--- src/rtl/zx_ps2_keymatrix.sv ---
// PS/2 set-2 keyboard receiver and decoder driving an 8x5 ZX Spectrum key matrix.
// Optional macro ZXKBD_CURSOR_KEYS_EN maps the E0-prefixed arrow keys to CAPS+5..8.
module zx_ps2_keymatrix #(
    parameter int TIMEOUT_CYCLES = 14000,
    parameter int SKIP_E1_BYTES  = 7
) (
    input  logic        CLK,
    input  logic        nRESET,
    input  logic        PS2_CLK,
    input  logic        PS2_DAT,
    input  logic [15:0] A,
    output logic [4:0]  KEYB,
    output logic        F11,
    output logic        F1,
    output logic        frame_err
);
    localparam int TW = $clog2(TIMEOUT_CYCLES + 1);
    localparam int SW = $clog2(SKIP_E1_BYTES + 1);

    typedef logic [7:0][4:0] mat_t;
    typedef enum logic [2:0] {S_IDLE, S_EXT, S_BRK, S_EXT_BRK, S_SKIP} state_t;

    logic          r_clk_s1, r_clk_s2, r_clk_q, r_dat_s1, r_dat_s2;
    logic [9:0]    r_shift;
    logic [3:0]    r_bitcnt;
    logic [TW-1:0] r_idle;
    logic          r_strobe;
    logic [7:0]    r_byte;
    state_t        r_state, w_state_nxt;
    logic [SW-1:0] r_skip, w_skip_nxt;
    mat_t          r_matrix, w_eff;
    logic [5:0]    r_vk_n;
    logic          w_fall, w_frame_ok, w_make, w_brk, w_ext, w_unused_addr;
    logic [10:0]   w_shift;
    logic [6:0]    w_pos;
    logic [3:0]    w_vk;
    logic [4:0]    w_keyb;

    // Physical key position: {hit, row, column}
    function automatic logic [6:0] key_pos(input logic [7:0] c, input logic e);
        logic [6:0] p;
        p = 7'd0;
        if (e) begin
            case (c)
                8'h5A: p = {1'b1, 3'd6, 3'd0};
                8'h14: p = {1'b1, 3'd7, 3'd1};
                default: p = 7'd0;
            endcase
        end else begin
            case (c)
                8'h12, 8'h59: p = {1'b1, 3'd0, 3'd0};
                8'h1A: p = {1'b1, 3'd0, 3'd1}; 8'h22: p = {1'b1, 3'd0, 3'd2};
                8'h21: p = {1'b1, 3'd0, 3'd3}; 8'h2A: p = {1'b1, 3'd0, 3'd4};
                8'h1C: p = {1'b1, 3'd1, 3'd0}; 8'h1B: p = {1'b1, 3'd1, 3'd1};
                8'h23: p = {1'b1, 3'd1, 3'd2}; 8'h2B: p = {1'b1, 3'd1, 3'd3};
                8'h34: p = {1'b1, 3'd1, 3'd4};
                8'h15: p = {1'b1, 3'd2, 3'd0}; 8'h1D: p = {1'b1, 3'd2, 3'd1};
                8'h24: p = {1'b1, 3'd2, 3'd2}; 8'h2D: p = {1'b1, 3'd2, 3'd3};
                8'h2C: p = {1'b1, 3'd2, 3'd4};
                8'h16: p = {1'b1, 3'd3, 3'd0}; 8'h1E: p = {1'b1, 3'd3, 3'd1};
                8'h26: p = {1'b1, 3'd3, 3'd2}; 8'h25: p = {1'b1, 3'd3, 3'd3};
                8'h2E: p = {1'b1, 3'd3, 3'd4};
                8'h45: p = {1'b1, 3'd4, 3'd0}; 8'h46: p = {1'b1, 3'd4, 3'd1};
                8'h3E: p = {1'b1, 3'd4, 3'd2}; 8'h3D: p = {1'b1, 3'd4, 3'd3};
                8'h36: p = {1'b1, 3'd4, 3'd4};
                8'h4D: p = {1'b1, 3'd5, 3'd0}; 8'h44: p = {1'b1, 3'd5, 3'd1};
                8'h43: p = {1'b1, 3'd5, 3'd2}; 8'h3C: p = {1'b1, 3'd5, 3'd3};
                8'h35: p = {1'b1, 3'd5, 3'd4};
                8'h5A: p = {1'b1, 3'd6, 3'd0}; 8'h4B: p = {1'b1, 3'd6, 3'd1};
                8'h42: p = {1'b1, 3'd6, 3'd2}; 8'h3B: p = {1'b1, 3'd6, 3'd3};
                8'h33: p = {1'b1, 3'd6, 3'd4};
                8'h29: p = {1'b1, 3'd7, 3'd0}; 8'h14: p = {1'b1, 3'd7, 3'd1};
                8'h3A: p = {1'b1, 3'd7, 3'd2}; 8'h31: p = {1'b1, 3'd7, 3'd3};
                8'h32: p = {1'b1, 3'd7, 3'd4};
                default: p = 7'd0;
            endcase
        end
        return p;
    endfunction

    // Virtual key index: {hit, idx}; 0=Backspace 1=Esc 2..5=Left/Down/Up/Right
    function automatic logic [3:0] vk_idx(input logic [7:0] c, input logic e);
        logic [3:0] v;
        v = 4'd0;
        if (e) begin
            case (c)
`ifdef ZXKBD_CURSOR_KEYS_EN
                8'h6B: v = {1'b1, 3'd2};
                8'h72: v = {1'b1, 3'd3};
                8'h75: v = {1'b1, 3'd4};
                8'h74: v = {1'b1, 3'd5};
`endif
                default: v = 4'd0;
            endcase
        end else begin
            case (c)
                8'h66: v = {1'b1, 3'd0};
                8'h76: v = {1'b1, 3'd1};
                default: v = 4'd0;
            endcase
        end
        return v;
    endfunction

    // Pressed-key mask of a virtual key: 0 marks a key it holds down
    function automatic mat_t vk_mask(input logic [2:0] i);
        mat_t m;
        m = {8{5'b11111}};
        case (i)
            3'd0: begin m[0][0] = 1'b0; m[4][0] = 1'b0; end
            3'd1: begin m[0][0] = 1'b0; m[7][0] = 1'b0; end
            3'd2: begin m[0][0] = 1'b0; m[3][4] = 1'b0; end
            3'd3: begin m[0][0] = 1'b0; m[4][4] = 1'b0; end
            3'd4: begin m[0][0] = 1'b0; m[4][3] = 1'b0; end
            3'd5: begin m[0][0] = 1'b0; m[4][2] = 1'b0; end
            default: m = {8{5'b11111}};
        endcase
        return m;
    endfunction

    assign w_unused_addr = ^A[7:0];
    assign w_fall        = r_clk_q & ~r_clk_s2;
    assign w_shift       = {r_dat_s2, r_shift};
    assign w_frame_ok    = ~w_shift[0] & w_shift[10] & (^w_shift[9:1]);

    // Two-flop synchronisers plus delayed clock for edge detection
    always_ff @(posedge CLK) begin
        if (!nRESET) begin
            {r_clk_s1, r_clk_s2, r_clk_q} <= 3'b111;
            {r_dat_s1, r_dat_s2}          <= 2'b11;
        end else begin
            {r_clk_s1, r_clk_s2, r_clk_q} <= {PS2_CLK, r_clk_s1, r_clk_s2};
            {r_dat_s1, r_dat_s2}          <= {PS2_DAT, r_dat_s1};
        end
    end

    // Frame receiver with idle timeout
    always_ff @(posedge CLK) begin
        if (!nRESET) begin
            r_shift   <= 10'd0;
            r_bitcnt  <= 4'd0;
            r_idle    <= '0;
            r_strobe  <= 1'b0;
            r_byte    <= 8'd0;
            frame_err <= 1'b0;
        end else begin
            r_strobe  <= 1'b0;
            frame_err <= 1'b0;
            if (w_fall) begin
                r_idle  <= '0;
                r_shift <= w_shift[10:1];
                if (r_bitcnt == 4'd10) begin
                    r_bitcnt <= 4'd0;
                    if (w_frame_ok) begin
                        r_strobe <= 1'b1;
                        r_byte   <= w_shift[8:1];
                    end else begin
                        frame_err <= 1'b1;
                    end
                end else begin
                    r_bitcnt <= r_bitcnt + 4'd1;
                end
            end else begin
                if (r_idle != TW'(TIMEOUT_CYCLES))
                    r_idle <= r_idle + TW'(1);
                if (r_idle == TW'(TIMEOUT_CYCLES) && r_bitcnt != 4'd0) begin
                    r_bitcnt  <= 4'd0;
                    frame_err <= 1'b1;
                end
            end
        end
    end

    // Decoder state register
    always_ff @(posedge CLK) begin
        if (!nRESET) begin
            r_state <= S_IDLE;
            r_skip  <= '0;
        end else begin
            r_state <= w_state_nxt;
            r_skip  <= w_skip_nxt;
        end
    end

    // Decoder next state and make/break events
    always_comb begin
        w_state_nxt = r_state;
        w_skip_nxt  = r_skip;
        w_make      = 1'b0;
        w_brk       = 1'b0;
        w_ext       = 1'b0;
        if (r_strobe) begin
            case (r_state)
                S_IDLE: begin
                    case (r_byte)
                        8'hE0: w_state_nxt = S_EXT;
                        8'hF0: w_state_nxt = S_BRK;
                        8'hE1: begin
                            w_state_nxt = S_SKIP;
                            w_skip_nxt  = SW'(SKIP_E1_BYTES);
                        end
                        8'hAA, 8'hFA, 8'hFE, 8'hEE, 8'h00, 8'hFF: w_state_nxt = S_IDLE;
                        default: w_make = 1'b1;
                    endcase
                end
                S_EXT: begin
                    if (r_byte == 8'hF0) begin
                        w_state_nxt = S_EXT_BRK;
                    end else begin
                        w_make      = 1'b1;
                        w_ext       = 1'b1;
                        w_state_nxt = S_IDLE;
                    end
                end
                S_BRK: begin
                    w_brk       = 1'b1;
                    w_state_nxt = S_IDLE;
                end
                S_EXT_BRK: begin
                    w_brk       = 1'b1;
                    w_ext       = 1'b1;
                    w_state_nxt = S_IDLE;
                end
                S_SKIP: begin
                    w_skip_nxt = r_skip - SW'(1);
                    if (r_skip <= SW'(1)) begin
                        w_skip_nxt  = '0;
                        w_state_nxt = S_IDLE;
                    end else begin
                        w_state_nxt = S_SKIP;
                    end
                end
                default: w_state_nxt = S_IDLE;
            endcase
        end else begin
            w_state_nxt = r_state;
        end
    end

    assign w_pos = key_pos(r_byte, w_ext);
    assign w_vk  = vk_idx(r_byte, w_ext);

    // Matrix, virtual-key flags and hot-key levels
    always_ff @(posedge CLK) begin
        if (!nRESET) begin
            r_matrix <= {8{5'b11111}};
            r_vk_n   <= 6'b111111;
            F1       <= 1'b0;
            F11      <= 1'b0;
        end else if (w_make || w_brk) begin
            if (w_pos[6])
                r_matrix[w_pos[5:3]][w_pos[2:0]] <= w_brk;
            if (w_vk[3])
                r_vk_n[w_vk[2:0]] <= w_brk;
            if (!w_ext && r_byte == 8'h05)
                F1 <= w_make;
            if (!w_ext && r_byte == 8'h78)
                F11 <= w_make;
        end
    end

    // Effective matrix and half-row column read
    always_comb begin
        w_eff = r_matrix;
        for (int i = 0; i < 6; i++) begin
            if (!r_vk_n[i])
                w_eff = w_eff & vk_mask(3'(i));
            else
                w_eff = w_eff;
        end
        w_keyb = 5'b11111;
        for (int r = 0; r < 8; r++) begin
            if (!A[8+r])
                w_keyb = w_keyb & w_eff[r];
            else
                w_keyb = w_keyb;
        end
    end

    assign KEYB = w_keyb;
endmodule

--- config.mk ---
export PLATFORM = sky130hd
export DESIGN_NAME = zx_ps2_keymatrix
export DESIGN_NICKNAME = d
export VERILOG_FILES = /design/src/rtl/zx_ps2_keymatrix.sv
export SDC_FILE = /design/constraint.sdc
export NUM_CORES = 1
export LEC_CHECK = 0
export ABC_AREA = 0
export CAP_MARGIN = 10
export CORE_UTILIZATION = 25
export CTS_CLUSTER_DIAMETER = 80
export CTS_CLUSTER_SIZE = 24
export DETAILED_ROUTE_END_ITERATION = 7
export PLACE_DENSITY = 0.47
export SYNTH_ARGS = -nofsm -noshare
export SYNTH_HDL_FRONTEND = slang
export SYNTH_SLANG_ARGS = --single-unit
--- constraint.sdc ---
create_clock -name CLK -period 5.9 [get_ports CLK]
set_clock_uncertainty 0.2 [all_clocks]
set_input_delay 1.475 -clock CLK [delete_from_list [all_inputs] [get_ports CLK]]
set_output_delay 1.475 -clock CLK [all_outputs]
set_load 0.02 [all_outputs]
# [Word level (Yosys, flattened, before mapping)]
# Memories as Yosys holds them, arrays and structs flattened. A register that Yosys moved wholly into a read port is not among the register bits.
# Cells that the tools add are included.
[op_classes] order_cmp=7 eq_ne=23 n_reduce_logical=26 bitwise=19 muxes=64 add_sub_neg=3
[op_table] cell="AND 40 bit" n=6
[op_table] cell="two-way mux 40 bit" n=6
[op_table] cell="two-way mux 38 bit" n=6
[op_table] cell="equality test 8 bit (second input constant)" n=8
[op_table] cell="two-way mux 5 bit" n=9
[op_table] cell="bitwise mux 40 bit" n=1
[op_table] cell="AND 5 bit" n=7
[op_table] cell="equality test 8 x 7 -> 1 bit (second input constant)" n=4
[op_table] cell="two-way mux 7 bit" n=4
[op_table] cell="two-way mux 1 bit" n=19
[op_table] cell="two-way mux 4 bit" n=4
[op_table] cell="demux 5 bit (select 3 bit)" n=1
[op_table] cell="adder 14 x 1 -> 14 bit (second input constant)" n=1
[op_table] cell="equality test 14 bit (second input constant)" n=1
[op_table] cell="!= test 14 bit (second input constant)" n=1
[op_table] cell="case mux 7 bit (2 select lines)" n=1
[op_table] cell="less-than comparator 3 x 4 -> 1 bit (second input constant)" n=3
[op_table] cell="case mux 3 bit (4 select lines)" n=1
[op_table] cell="AND reduction 2 bit" n=5
[op_table] cell="greater-or-equal comparator 3 x 1 -> 1 bit (second input constant)" n=3
[op_table] cell="two-way mux 3 bit" n=3
[op_table] cell="case mux 3 bit (3 select lines)" n=1
[op_table] cell="AND reduction 3 bit" n=3
[op_table] cell="OR reduction 9 bit" n=1
[op_table] cell="other kinds (29)" n=43
[totals] inputBits=20 register_bits=97 mem_bits_ro=896 elab_cells=167 mem_count=1 output_inout_bits=8
[mem_list] memory="(no name shown)" depth=128 word_bits=7 read_ports=1 rd_ports_with_merged_regs=1 write_ports=0 line="50" rtl="case (c)"

# [Depth between registers and ports, before layout]
[depth] depth_word=28 ltp_mapped=16 ltp_nobuf=14

# [Worst setup path before layout]
# No wires, ideal clock.
[synth_path] path_kind="input -> output" start="input port A[15]" end="output port KEYB[0]" t_arrival_ps=2386 stages=4 path_buffers=0 t_required_ps=4225 path_slack_ps=1839 path_cell_list="a21oi_1 -> nor2_1 -> o221ai_1 -> nor4_1"
[synth_via] elab_chain_len=1
[synth_lines] item="start: declaration" line="11" rtl="input logic [15:0] A,"
[synth_lines] item="two-way mux 5 bit" line="273" rtl="if (!A[8+r])"
[synth_lines] item="end: declaration" line="12" rtl="output logic [4:0] KEYB,"
# Every way passes these cells.

# [Worst setup path in the final report]
# Ends and elaborated chain as after synthesis.

==> out/metrics.csv <==
stage,metric,value,unit
run,drv_cap,0,
route,wirelength,15.2,mm
synthesis,synth_top_flop_cell,sky130_fd_sc_hd__dfxtp_1,
grt,grt_max_degree,82,
sta,clock.fmax,0.198,GHz
sta,finalHoldViolCount,0,
critical_path,sort_of_element_at_the_start_of_the_critical_path,input pin,
sta,transition_time_of_the_tightest_slew_check_pin,0.849,ns
floorplan,die_h,150,um
route,vias_per_cell,5.17,
clock_tree,clock_tree_root_driver_cell,sky130_fd_sc_hd__clkbuf_16,
finish,layout_cells_sized_above_1,5.53,%
sta,tns,0,ns
critical_path,arrival_time_of_data_at_the_critical_path_endpoint,3.38,ns
pwr,cellPowerDensity,216,mW/mm^2
synthesis,synth-adder-area-share,2.75,%
grt,via_count_of_the_first_global_routing_pass,4632,
placement,dp.final_hpwl,10.3,mm
floorplan,die_width,150,um
synthesis,netlist_top_cells_count,"sky130_fd_sc_hd__dfxtp_1 (100), sky130_fd_sc_hd__nand2_1 (61), sky130_fd_sc_hd__nor2_1 (60)",
clock_tree,clk_pin_slew,0.07,ns
sta,fin_crit_sh,85.7,%
synthesis,syn_area,0.00545,mm^2
floorplan,start_util,25.7,%
sta,finalMaxSlewViolations,0,
synthesis,synthDistinctLibCells,67,
synthesis,post_synth_xor_area_fraction,3.56,%
pwr,power,0.00132,W
route,wl_per_cell,16.1,um
grt,global_route.usage.met2,22.1,%
synthesis,synth_top_family_by_area,compound AO/OA/AOI/OAI gates,
grt,grtUsageMet1,19.0,%
synthesis,asyncSetResetFlopFracSynth,0,%
critical_path,setup.worst_path.end_class,output port,
clock_tree,tritoncts,built,
route,routed-via-count,4885,
run_status,run_status,completed,
sta,finalSetupViolCount,0,
grt,grt_antenna_before_repair,0,
grt,global_route_wire_length_before_repair,24.9,mm
clock_tree,insertion_delay,0.36,ns
finish,nNetsFinal,696,
clock_tree,cts_made_buffers,9,
synthesis,synth.net_count,707,
pwr,power.static_leakage,1.93,nW
synthesis,netlist_instances,675,
synthesis,synth.area.mux_share,5.05,%
synthesis,post_synth_and_or_nand_nor_area_fraction,23.5,%
placement,post-place-cells,928,
synthesis,synth_top_cells_by_area,"sky130_fd_sc_hd__dfxtp_1 (37%), sky130_fd_sc_hd__o21ai_0 (5.0%), sky130_fd_sc_hd__o211ai_1 (4.8%), sky130_fd_sc_hd__nand2_1 (4.2%), sky130_fd_sc_hd__nor2_1 (4.1%)",
clock_tree,cts-htree-levels,3,
route,drc,0,
critical_path,timing.reg2reg.setup_slack,1.75,ns
synthesis,post-synth-top-area-fraction,36.7,%
floorplan,design.die.area,0.0224,mm^2
synthesis,synth_edf_count,0,
synthesis,synth_register_bits,100,
placement,globalplace.congestion,0.821,
route,detailed_routing_iteration_count_for_the_pre_antenna_repair_pass,4,
synthesis,mapped_avg_cell_area,8.08,um^2
sta,post-route-min-period,5.06,ns
clock_tree,postCtsSetupBuffers,0,
sta,timing.max_slew.rel_slack,43.4,%
grt,grt_util_met3,2.93,%
clock_tree,cts_max_path_buffers,2,
floorplan,core.rowCount,53,
finish,finalNonFillerCells,944,
grt,gr-usage-all-layers,14.0,%
route,ant_nets,0,
finish,utilization,28.8,%
critical_path,timing.setup.critical_path_class,input pin to output port,
sta,grt_setup_unrepaired,false,
synthesis,synth-seq-area-share,36.7,%
floorplan,design.portCount,28,
synthesis,synth_compound_gate_area_share,23.6,%
clock_tree,cts_hold_buf,0,
min_path,hp-class,flip-flop to flip-flop,
grt,grt_most_used_layer,met2,
synthesis,post_synthesis_cell_type_with_the_largest_combined_area,sky130_fd_sc_hd__dfxtp_1,
grt,grt_overflow,0,
critical_path,worstPathMaxFanout,5,
critical_path,critPathRequiredTime,4.22,ns
pwr,irDropWorstVdd,117,uV
finish,diode_insertion_count_for_antenna_repair,0,
finish,area_growth,12.0,%
synthesis,synthMostInstantiatedCell,sky130_fd_sc_hd__dfxtp_1,
clock_tree,cts.sinks,100,
route,number_of_drc_markers_after_the_initial_detailed_route_iteration,311,
floorplan,area_inside_the_core_boundary,0.0212,mm^2
clock_tree,cts_resized,0,
synthesis,synth_warnings,0,
placement,io_buffers,19,
-- sequential cells by signal, indices dropped and copies added, names as in the netlist, 2 cells and up, named ones only --
register  count
r_shift      10
r_skip        3
r_bitcnt      4
r_idle       14
r_matrix     40
r_byte        8
r_vk_n        2
r_state       3
-- power by group --
| part | switching (W) | total, W | internal (W) | leakage [nW] |
|---|---|---|---|---|
| sequential | 0.00000361 | 0.000682 | 0.000678 | 0.809 |
| clock | 0.000296 | 0.000594 | 0.000298 | 0.141 |
| combinational | 0.0000277 | 0.0000424 | 0.0000147 | 0.979 |
-- metrics by stage --
stage,hold WS [ns],worst slack [ns],instance area (um^2)
6_report,0.209,0.842,6110
5_1_grt,0.227,0.774,6110
4_1_cts,0.212,0.832,6110
3_5_place_dp,0.194,0.841,5820
3_3_place_gp,0.190,0.874,5820
2_1_floorplan,0.186,1.84,5450
-- cells by family after synthesis --
logic type	after synthesis
AO/OA/AOI/OAI	203
XOR/XNOR	19
adder cells (fa/ha/maj)	12
buffers and inverters	65
flip-flops	100
multiplexers	25
AND/OR/NAND/NOR	251
-- cells in the final DEF (no fill, tap or decap), types with 4 or more instances in the layout --
cell type,count
sky130_fd_sc_hd__clkdlybuf4s50_1,18
sky130_fd_sc_hd__mux2_2,6
sky130_fd_sc_hd__nand3b_1,6
sky130_fd_sc_hd__nand2_1,61
sky130_fd_sc_hd__o211ai_1,35
sky130_fd_sc_hd__nand3_1,28
sky130_fd_sc_hd__or3_1,8
sky130_fd_sc_hd__nand2b_1,13
sky130_fd_sc_hd__nor4_1,11
sky130_fd_sc_hd__xnor2_1,9
sky130_fd_sc_hd__o21ai_1,10
sky130_fd_sc_hd__o311ai_1,6
sky130_fd_sc_hd__dfxtp_1,100
sky130_fd_sc_hd__o21ai_0,55
sky130_fd_sc_hd__o311ai_0,5
sky130_fd_sc_hd__a22oi_1,4
sky130_fd_sc_hd__mux2i_1,14
sky130_fd_sc_hd__xor2_1,8
sky130_fd_sc_hd__nor2b_1,7
sky130_fd_sc_hd__nor3b_1,6
sky130_fd_sc_hd__nor3_1,13
sky130_fd_sc_hd__nor2_1,60
sky130_fd_sc_hd__a211o_1,4
sky130_fd_sc_hd__inv_1,18
sky130_fd_sc_hd__clkbuf_16,9
sky130_fd_sc_hd__a21oi_1,37
sky130_fd_sc_hd__nand4_1,10
sky130_fd_sc_hd__a211oi_1,4
sky130_fd_sc_hd__ha_1,12
sky130_fd_sc_hd__and3_1,5
sky130_fd_sc_hd__o22ai_1,21
sky130_fd_sc_hd__nand4b_1,6
-- metal layers --
layer / vias up / wire length, um
li1: 2459 / -
met1: 2299 / 7500
met2: 114 / 6810
met3: 13 / 616
met4: 0 / 227
met5: - / 0
-- cell type report --
cell class | instances | area [um^2]
tap | 275 | 344
clock inverter | 7 | 65.1
fill | 2315 | 15100
clock buffer | 9 | 225
inverter | 22 | 82.6
timing repair buffer | 21 | 200
sequential | 100 | 2000
multi-input combinational | 510 | 3190
-- worst paths after layout --
kind,startpoint,to,cells after the start
max,A[15],KEYB[0],6
min,r_clk_s1$_SDFF_PN1_,r_clk_s2$_SDFF_PN1_,1
max reg2reg,r_shift[3]$_SDFFE_PN0P_,flip-flop,11
min reg2reg,r_clk_s1$_SDFF_PN1_,r_clk_s2$_SDFF_PN1_,1
-- critical path: stages --
cell and delay [ns]:
sky130_fd_sc_hd__clkdlybuf4s50_1 0.60, sky130_fd_sc_hd__a21oi_1 0.07, sky130_fd_sc_hd__nor2_1 0.11, sky130_fd_sc_hd__o221ai_1 0.11, sky130_fd_sc_hd__nor4_1 0.35, sky130_fd_sc_hd__clkdlybuf4s50_1 0.67
Power figures use the tool's default switching activity.
